==> config.mk <==
export PLATFORM = sky130hd
export DESIGN_NAME = lcd_host_seq
export DESIGN_NICKNAME = d
export VERILOG_FILES = /design/src/rtl/lcd_host_seq.sv
export SDC_FILE = /design/constraint.sdc
export NUM_CORES = 1
export LEC_CHECK = 0
export CORE_ASPECT_RATIO = 1.1
export CORE_MARGIN = 1.5
export CORE_UTILIZATION = 65
export DETAILED_ROUTE_END_ITERATION = 10
export DONT_BUFFER_PORTS = 1
export PLACE_DENSITY_LB_ADDON = 0.25
export SLEW_MARGIN = 5
export SYNTH_ARGS = -nofsm -noshare
export SYNTH_HDL_FRONTEND = slang
export SYNTH_SLANG_ARGS = --single-unit
==> constraint.sdc <==
create_clock -name clk -period 5.6 [get_ports clk]
set_clock_uncertainty 0.15 [all_clocks]
set_input_delay 0 -clock clk [delete_from_list [all_inputs] [get_ports clk]]
set_output_delay 0 -clock clk [all_outputs]
set_load 0.01 [all_outputs]
==> src/rtl/lcd_host_seq.sv <==
// Host-side sequencer for an LCD controller: queues host commands in a small FIFO,
// issues them one at a time and streams a 64-pixel frame from image memory on a load.
module lcd_host_seq #(
  parameter int unsigned FIFO_DEPTH = 4
) (
  input  logic       clk,
  input  logic       reset,
  input  logic [2:0] cmd_in,
  input  logic       cmd_in_valid,
  output logic       cmd_in_ready,
  output logic       img_rd,
  output logic [5:0] img_addr,
  input  logic [7:0] img_data,
  output logic [2:0] cmd,
  output logic       cmd_valid,
  output logic [7:0] datain,
  input  logic       busy,
  output logic       done
);

  localparam int unsigned PtrW = (FIFO_DEPTH > 1) ? $clog2(FIFO_DEPTH) : 1;
  localparam int unsigned CntW = $clog2(FIFO_DEPTH + 1);
  localparam logic [2:0] CmdLoad = 3'd1;

  typedef enum logic [1:0] {StIdle, StIssue, StLoad, StWait} state_e;

  state_e          state_q, state_d;
  logic [6:0]      cnt_q, cnt_d;
  logic [2:0]      cmd_q, cmd_d;
  logic [2:0]      fifo_mem [FIFO_DEPTH];
  logic [PtrW-1:0] wr_ptr_q, rd_ptr_q;
  logic [CntW-1:0] count_q;
  logic            full, empty, push, pop;
  logic [2:0]      head;

  // Readiness comes from the registered count only, so a pop never frees space in its own cycle.
  assign full         = (count_q == CntW'(FIFO_DEPTH));
  assign empty        = (count_q == '0);
  assign cmd_in_ready = !full;
  assign push         = cmd_in_valid && cmd_in_ready;
  assign pop          = (state_q == StIssue);
  assign head         = fifo_mem[rd_ptr_q];

  always_ff @(posedge clk) begin
    if (push) begin
      fifo_mem[wr_ptr_q] <= cmd_in;
    end
  end

  always_ff @(posedge clk or posedge reset) begin
    if (reset) begin
      wr_ptr_q <= '0;
      rd_ptr_q <= '0;
      count_q  <= '0;
    end else begin
      if (push) begin
        wr_ptr_q <= wr_ptr_q + PtrW'(1);
      end
      if (pop) begin
        rd_ptr_q <= rd_ptr_q + PtrW'(1);
      end
      count_q <= count_q + CntW'(push) - CntW'(pop);
    end
  end

  always_ff @(posedge clk or posedge reset) begin
    if (reset) begin
      state_q <= StIdle;
      cnt_q   <= '0;
      cmd_q   <= '0;
    end else begin
      state_q <= state_d;
      cnt_q   <= cnt_d;
      cmd_q   <= cmd_d;
    end
  end

  // cnt_q counts LOAD cycles (1..64) and, reused, WAIT cycles (1..3, saturating).
  always_comb begin
    state_d   = state_q;
    cnt_d     = cnt_q;
    cmd_d     = cmd_q;
    cmd       = cmd_q;
    cmd_valid = 1'b0;
    img_rd    = 1'b0;
    img_addr  = '0;
    datain    = '0;
    done      = 1'b0;
    case (state_q)
      StIdle: begin
        if (!empty && !busy) begin
          state_d = StIssue;
        end
      end
      StIssue: begin
        cmd_valid = 1'b1;
        cmd       = head;
        cmd_d     = head;
        cnt_d     = 7'd1;
        if (head == CmdLoad) begin
          img_rd  = 1'b1;
          state_d = StLoad;
        end else begin
          state_d = StWait;
        end
      end
      StLoad: begin
        datain = img_data;
        if (cnt_q < 7'd64) begin
          img_rd   = 1'b1;
          img_addr = cnt_q[5:0];
          cnt_d    = cnt_q + 7'd1;
        end else begin
          state_d = StWait;
          cnt_d   = 7'd1;
        end
      end
      StWait: begin
        if (cnt_q >= 7'd3) begin
          if (!busy) begin
            done    = 1'b1;
            state_d = StIdle;
            cnt_d   = '0;
          end
        end else begin
          cnt_d = cnt_q + 7'd1;
        end
      end
      default: state_d = StIdle;
    endcase
  end

endmodule

==> metrics.txt, run 1 <==
status completed; grt ovf 0; PnR Total Power 1.05 mW; clock latency at the later pin of the worst-skew pair 0.33 ns; DRC viols 0; Top Ports 36; Final Hold Slack 0.00199 ns; Critical Path Fanout Max 9; Area Overhead vs Synth 9.22%; placed instance area 1760 um2; Yosys top cell by area dfrtp_1; max frequency 402 MHz; pre-CTS WS 3.13 ns; # Post-CTS Setup Buffers 0; VDD IR-drop max 0.000378 V; Slowest cell on crit path ha_1; CP endpoint kind register; count leader, synth dfrtp_1; first-pass GRT wire length 5180 um; Die W 52.3 um; Final min period 2.49 ns; 1st-iter DRT viols 49; final-report setup violation count 0; Synth top area share 0.274; wire per inst 16.2 um; Worst-Margin Slew 0.730 ns; GPL Wtd Cong 0.763; post-synthesis cell count 148; sequential share of the synthesized area 0.481; synthesized area per cell 11.7 um2; CTS tree yes; Final Non-Filler Cells 188; routed vias/inst 6.23; Leak 0.836 nW; # port buffers 0; PD cells 556 nW/um2; Critical Path AT 2.60 ns; # H-tree levels 2; CTS clk-pin slew, worst paths 0.10 ns; Site Rows 19; Sum Neg Setup Slack 0 ns; total CTS buffers 5; core area 2520 um2; main combinational cell family by area after synthesis simple AND/OR/NAND/NOR gates; synth unique cells 41; #FFs+latches synth 31; Layout Utilization 0.753; Synth Area in Adders 0.105; share of layout cells above drive strength 1 0.121; critical path cell sequence inv_1 > ha_1 > ha_1 > inv_1 > ha_1 > inv_1 > fa_1 > xnor2_1 > xnor2_1; DP Wirelength 2290 um; Root Driver clkbuf_4; Layout Nets 185; Die ar. 2990 um2; total track usage 0.240; syn nets 177; diodes inserted 0; post-CTS sizing 0; Worst Setup Slack, final 3.11 ns; Initial Util 0.689; Mapped Area 1740 um2; Worst slew margin 0.513; Min-Delay Path Class in -> out; Async SR Flop Fraction 0.613; CP max stage delay 0.47 ns; max_cap viols 0; yosys warns 0; mux cell area share after synthesis 0.0713; post-synthesis xor/xnor area fraction 0.0252; Max Slew Vio Count 0; Detail Route Antenna Nets 0; DR pass1 iterations 4; commonest cells in the synthesized netlist dfrtp_1 (19), and2_1 (16), ha_1 (13), inv_1 (13), edfxtp_1 (12); number of global-route vias before repair 1238; Placed Instances 174; final worst-path cycle share 0.444; CP required 5.71 ns; EDFF count, synth 12; die height 57.2 um; number of antenna violations at the first check in global routing 0; overall routed net length 3050 um; Setup crit start kind register; CTS sink count 31; ranking of synthesized cells by area dfrtp_1 (27%), edfxtp_1 (21%), ha_1 (9.4%); post-synthesis compound-gate area fraction 0.107; WS Path Type reg -> reg; Vias 1172; Hold Vio Cnt, Final 0; simple-gate share of the synthesized area 0.171; Top FF cell, synth dfrtp_1; post-route cell area 1900 um2; RSZ-0062 raised after global routing no; Longest Clk Path Bufs 2; largest net degree at the start of global routing 20
[area by class of cell]
type,instances,area [um2]
sequential,31,836
multi-input combinational,99,832
fill,185,623
timing repair buffer,6,60.1
inverter,13,48.8
clock inverter,3,43.8
tap,31,38.8
clock buffer,5,37.5
[flip-flops by register name, indices dropped and copies added, names as in the netlist]
signal and flops:
count_q 3, state_q 2, cmd_q 3, cnt_q 7, wr_ptr_q 2, fifo_mem 12
rd_ptr_q 2
[power breakdown]
group,switching [mW],internal (mW),leakage [nW]
Combinational,0.284,0.220,0.446
Sequential,0.0598,0.315,0.344
Clock,0.0815,0.0939,0.0452
[timing repair]
item                       4_1_cts  5_1_grt
hold buffers                     6        0
setup endpoints to repair        0        0
hold endpoints to repair        50        0
[critical path: cells and delay by family, from the launching register on]
kind                       cells  cell delay (ns)
adders and majority gates      4             1.28
xor gates and xnor gates       2             0.31
buffers and inverters          3             0.25
DFF                            1             0.43
[cell families (layout without fill, tap and decap cells)]
group                    after synthesis  after routing
flip-flops                            31             31
adder cells (fa/ha/maj)               14             14
multiplexers                           7              7
buffers and inverters                 18             27
XOR/XNOR                               5              5
AND/OR/NAND/NOR                       49             49
AO/OA/AOI/OAI                         24             24
[placed cells by master, fill, tap and decap left out, drive strengths merged, types with 2 or more instances in the layout]
cell type	synthesis	layout
o21ai	3	3
a22o	3	3
mux4	3	3
mux2	4	4
ha	13	13
a211o	3	3
nand2	8	8
nor3b	3	3
dlygate4sd3	0	6
dfrtp	19	19
and3	5	5
a31oi	2	2
inv	13	13
clkbuf	5	5
a31o	2	2
nand3	2	2
edfxtp	12	12
and2	16	16
or2	2	2
nor4	2	2
nor2	6	6
clkinv	0	2
o31ai	2	2
xnor2	4	4
a21oi	3	3
[worst paths after layout]
check | start | end | slack [ns] | depth (start not counted)
max | state_q[1] | count_q[2] | 3.11 | 9
min | img_data[3] | datain[3] | 0.002 | 1
max reg2reg | state_q[1] | count_q[2] | 3.11 | 9
min reg2reg | count_q[2] | count_q[2] | 0.35 | 1
max in group asynchronous | reset | state_q[1] | 4.76 | 2
min in group asynchronous | reset | state_q[0] | 0.08 | 2
[routing by layer]
| layer | vias up | share of wire | routed length, um | track usage |
|---|---|---|---|---|
| met5 | - | 0 | 0 | 0 |
| met4 | 0 | 0.040 | 123 | 0.168 |
| met3 | 17 | 0.051 | 157 | 0.0602 |
| met2 | 51 | 0.53 | 1610 | 0.404 |
| met1 | 557 | 0.38 | 1160 | 0.258 |
| li1 | 547 | - | - | - |
(Power assumes the default switching activity.)
==> run 2: changes to the inputs <==
- CORE_UTILIZATION: 65 -> 62
- clock period: 5.6 -> 2.3 ns (I/O delays scaled with it)
==> run 2 against run 1 <==
Compared with the run above:
- global-route usage is 0.13 points lower
- critical path type is now reg -> out
- die area increased by 4.6%
- hold slack barely moved
- critical path depth shrank 6
- flip-flop and latch count did not move
- via count grew 3.3%
- wire length up 14%
- final area is 4.6% higher
- clock power grew 140%
- largest power group unchanged
- register-to-register slack worse by 3.0 ns
- clock-buffer cell count did not move
==> metrics.txt, run 2 (same netlist as run 1, synthesis figures left out) <==
status completed (unchanged); Die ar. 3130 um2 (was 2990 um2); grt ovf 0 (unchanged); area occupied by multi-input gates 863 um2 (was 832 um2); Hold Crit Endpoint datain[4] (was datain[3]); CTS sink count 31 (unchanged); Initial Util 0.676 (was 0.689); routed vias/inst 6.18 (was 6.23); Largest regs fifo_mem x12, cnt_q x7 (unchanged); worst path bufs/invs 0 (was 3); final worst-path cycle share 0.961; Critical Path AT 2.06 ns (was 2.60 ns); most common library cell in the layout ignoring fill and taps dfrtp_1 (unchanged); max_cap viols 0 (unchanged); overall routed net length 3470 um (was 3050 um); Vias 1211 (was 1172); Min-Delay Path Class in -> out (unchanged); Area Overhead vs Synth 14.3% (was 9.22%); Fillers 168 (was 185); Top Ports 36 (unchanged); DR pass1 iterations 4 (unchanged); # H-tree levels 2 (unchanged); CP endpoint kind primary output (was register); Slowest cell on crit path mux4_1 (was ha_1); Detail Route Antenna Nets 0 (unchanged); CTS clk-pin slew, worst paths 0.10 ns (about the same); final-report setup violation count 0 (unchanged); Worst slew margin 0.494 (was 0.513); hold path cells 1 (unchanged); Final Hold Slack 0.00230 ns (was 0.00199 ns); CP max stage delay 0.61 ns (was 0.47 ns); largest net degree at the start of global routing 20 (unchanged); CTS tree yes (unchanged); CP required 2.15 ns (was 5.71 ns); Die W 53.5 um (was 52.3 um); die height 58.5 um (was 57.2 um); Layout Nets 193 (was 185); reg2reg end count_q[2] (unchanged); total CTS buffers 5 (unchanged); 1st-iter DRT viols 27 (was 49); Reg area 837 um2 (was 836 um2); total track usage 0.239 (was 0.240); GPL Wtd Cong 0.778 (was 0.763); number of antenna violations at the first check in global routing 0 (unchanged); placed instance area 1810 um2 (was 1760 um2); Site Rows 19 (unchanged); Reg-to-Reg Start state_q[1] (unchanged); cells on worst reg2reg path 9 (unchanged); Worst-Margin Slew 0.758 ns (was 0.730 ns); share of layout cells above drive strength 1 0.212 (was 0.121); VDD IR-drop max 0.00116 V (was 0.000378 V); # port buffers 0 (unchanged); diodes inserted 0 (unchanged); most frequent cells in the layout dfrtp_1 (18), and2_1 (15), ha_1 (12), edfxtp_1 (12), inv_1 (11) (was dfrtp_1 (19), and2_1 (16), inv_1 (13), ha_1 (13), edfxtp_1 (12)); critical path cell sequence mux4_1 > or3b_1 > o21ai_2 (was inv_1 > ha_1 > ha_1 > inv_1 > ha_1 > inv_1 > fa_1 > xnor2_1 > xnor2_1); Longest Clk Path Bufs 2 (unchanged); Final min period 2.21 ns; post-route cell area 1980 um2 (was 1900 um2); max reg flops 12 (unchanged); PD cells 1390 nW/um2 (was 556 nW/um2); core area 2570 um2 (was 2520 um2); clock latency at the later pin of the worst-skew pair 0.33 ns (about the same); WS Path Type reg -> out (was reg -> reg); number of global-route vias before repair 1224 (was 1238); Root Driver clkbuf_4 (unchanged); worst reg-to-reg setup slack 0.13 ns (was 3.11 ns); largest reg by FF count fifo_mem (unchanged); min-delay src img_data[4] (was img_data[3]); CP top delay family multiplexers (was adder cells); Leak 0.878 nW (was 0.836 nW); Setup crit start kind register (unchanged); DP Wirelength 2510 um (was 2290 um); wire per inst 17.7 um (was 16.2 um); DRC viols 0 (unchanged); Max Slew Vio Count 0 (unchanged); Hold Vio Cnt, Final 0 (unchanged); Critical Path Fanout Max 5 (was 9); first-pass GRT wire length 5400 um (was 5180 um); max frequency 453 MHz
==> run 2: cell count changes in the layout (fill, tap and decap cells not counted), sizes merged <==
cell	previous run	this run
buf	0	8
==> run 2: how the worst max path moves through the flow <==
| stage | depth (start not counted) | slack (ns) | end | from |
|---|---|---|---|---|
| floorplan | 11 | 0.03 | count_q[2] | count_q[1] |
| global placement | 11 | 0.16 | count_q[2] | count_q[1] |
| detailed placement | 11 | 0.03 | count_q[2] | count_q[1] |
| CTS | 11 | 0.002 | count_q[2] | count_q[1] |
| global route | 11 | -0.02 | count_q[2] | count_q[0] |
| finish | 3 | 0.09 | img_rd | rd_ptr_q[0] |
==> run 2: timing repair <==
item	in CTS	in global routing
buffers inserted	0	1
hold buffers	6	0
gates resized for setup	2	7
hold endpoints to repair	49	0
endpoints found under the setup margin	2	2
pin swaps	1	5
==> run 2: report_power, final <==
part / internal (mW) / total (mW) / switching [mW]
Sequential: 0.769 / 0.913 / 0.144
Clock: 0.223 / 0.413 / 0.190
Combinational: 0.649 / 1.42 / 0.774
==> run 2: layer usage <==
layer | vias to the layer above | track usage | part of all wire
li1 | 562 | - | -
met1 | 608 | 0.293 | 0.41
met2 | 36 | 0.423 | 0.53
met3 | 5 | 0.0457 | 0.052
met4 | 0 | 0.0659 | 0.0072
met5 | - | 0 | 0
==> run 2: layout make-up <==
class / count / share of cell area
clock buffers: 5 / 0.0189
clock inverters: 3 / 0.0195
inverters: 13 / 0.0246
multi-input cells: 99 / 0.435
flip-flops and latches: 31 / 0.422
well taps: 31 / 0.0195
repair buffers: 14 / 0.0605
==> run 2: per-stage QoR <==
stage | setup TNS, ns | util | instances | setup WS, ns | power [mW]
finish | 0 | 0.773 | 196 | 0.0908 | 2.75
global route | -0.0153 | 0.773 | 196 | -0.0153 | 2.95
CTS | 0 | 0.759 | 195 | 0.00158 | 2.67
detailed placement | 0 | 0.704 | 181 | 0.0289 | 2.24
global placement | 0 | 0.704 | 181 | 0.159 | 2.15
floorplan | 0 | - | 148 | 0.0331 | 1.91
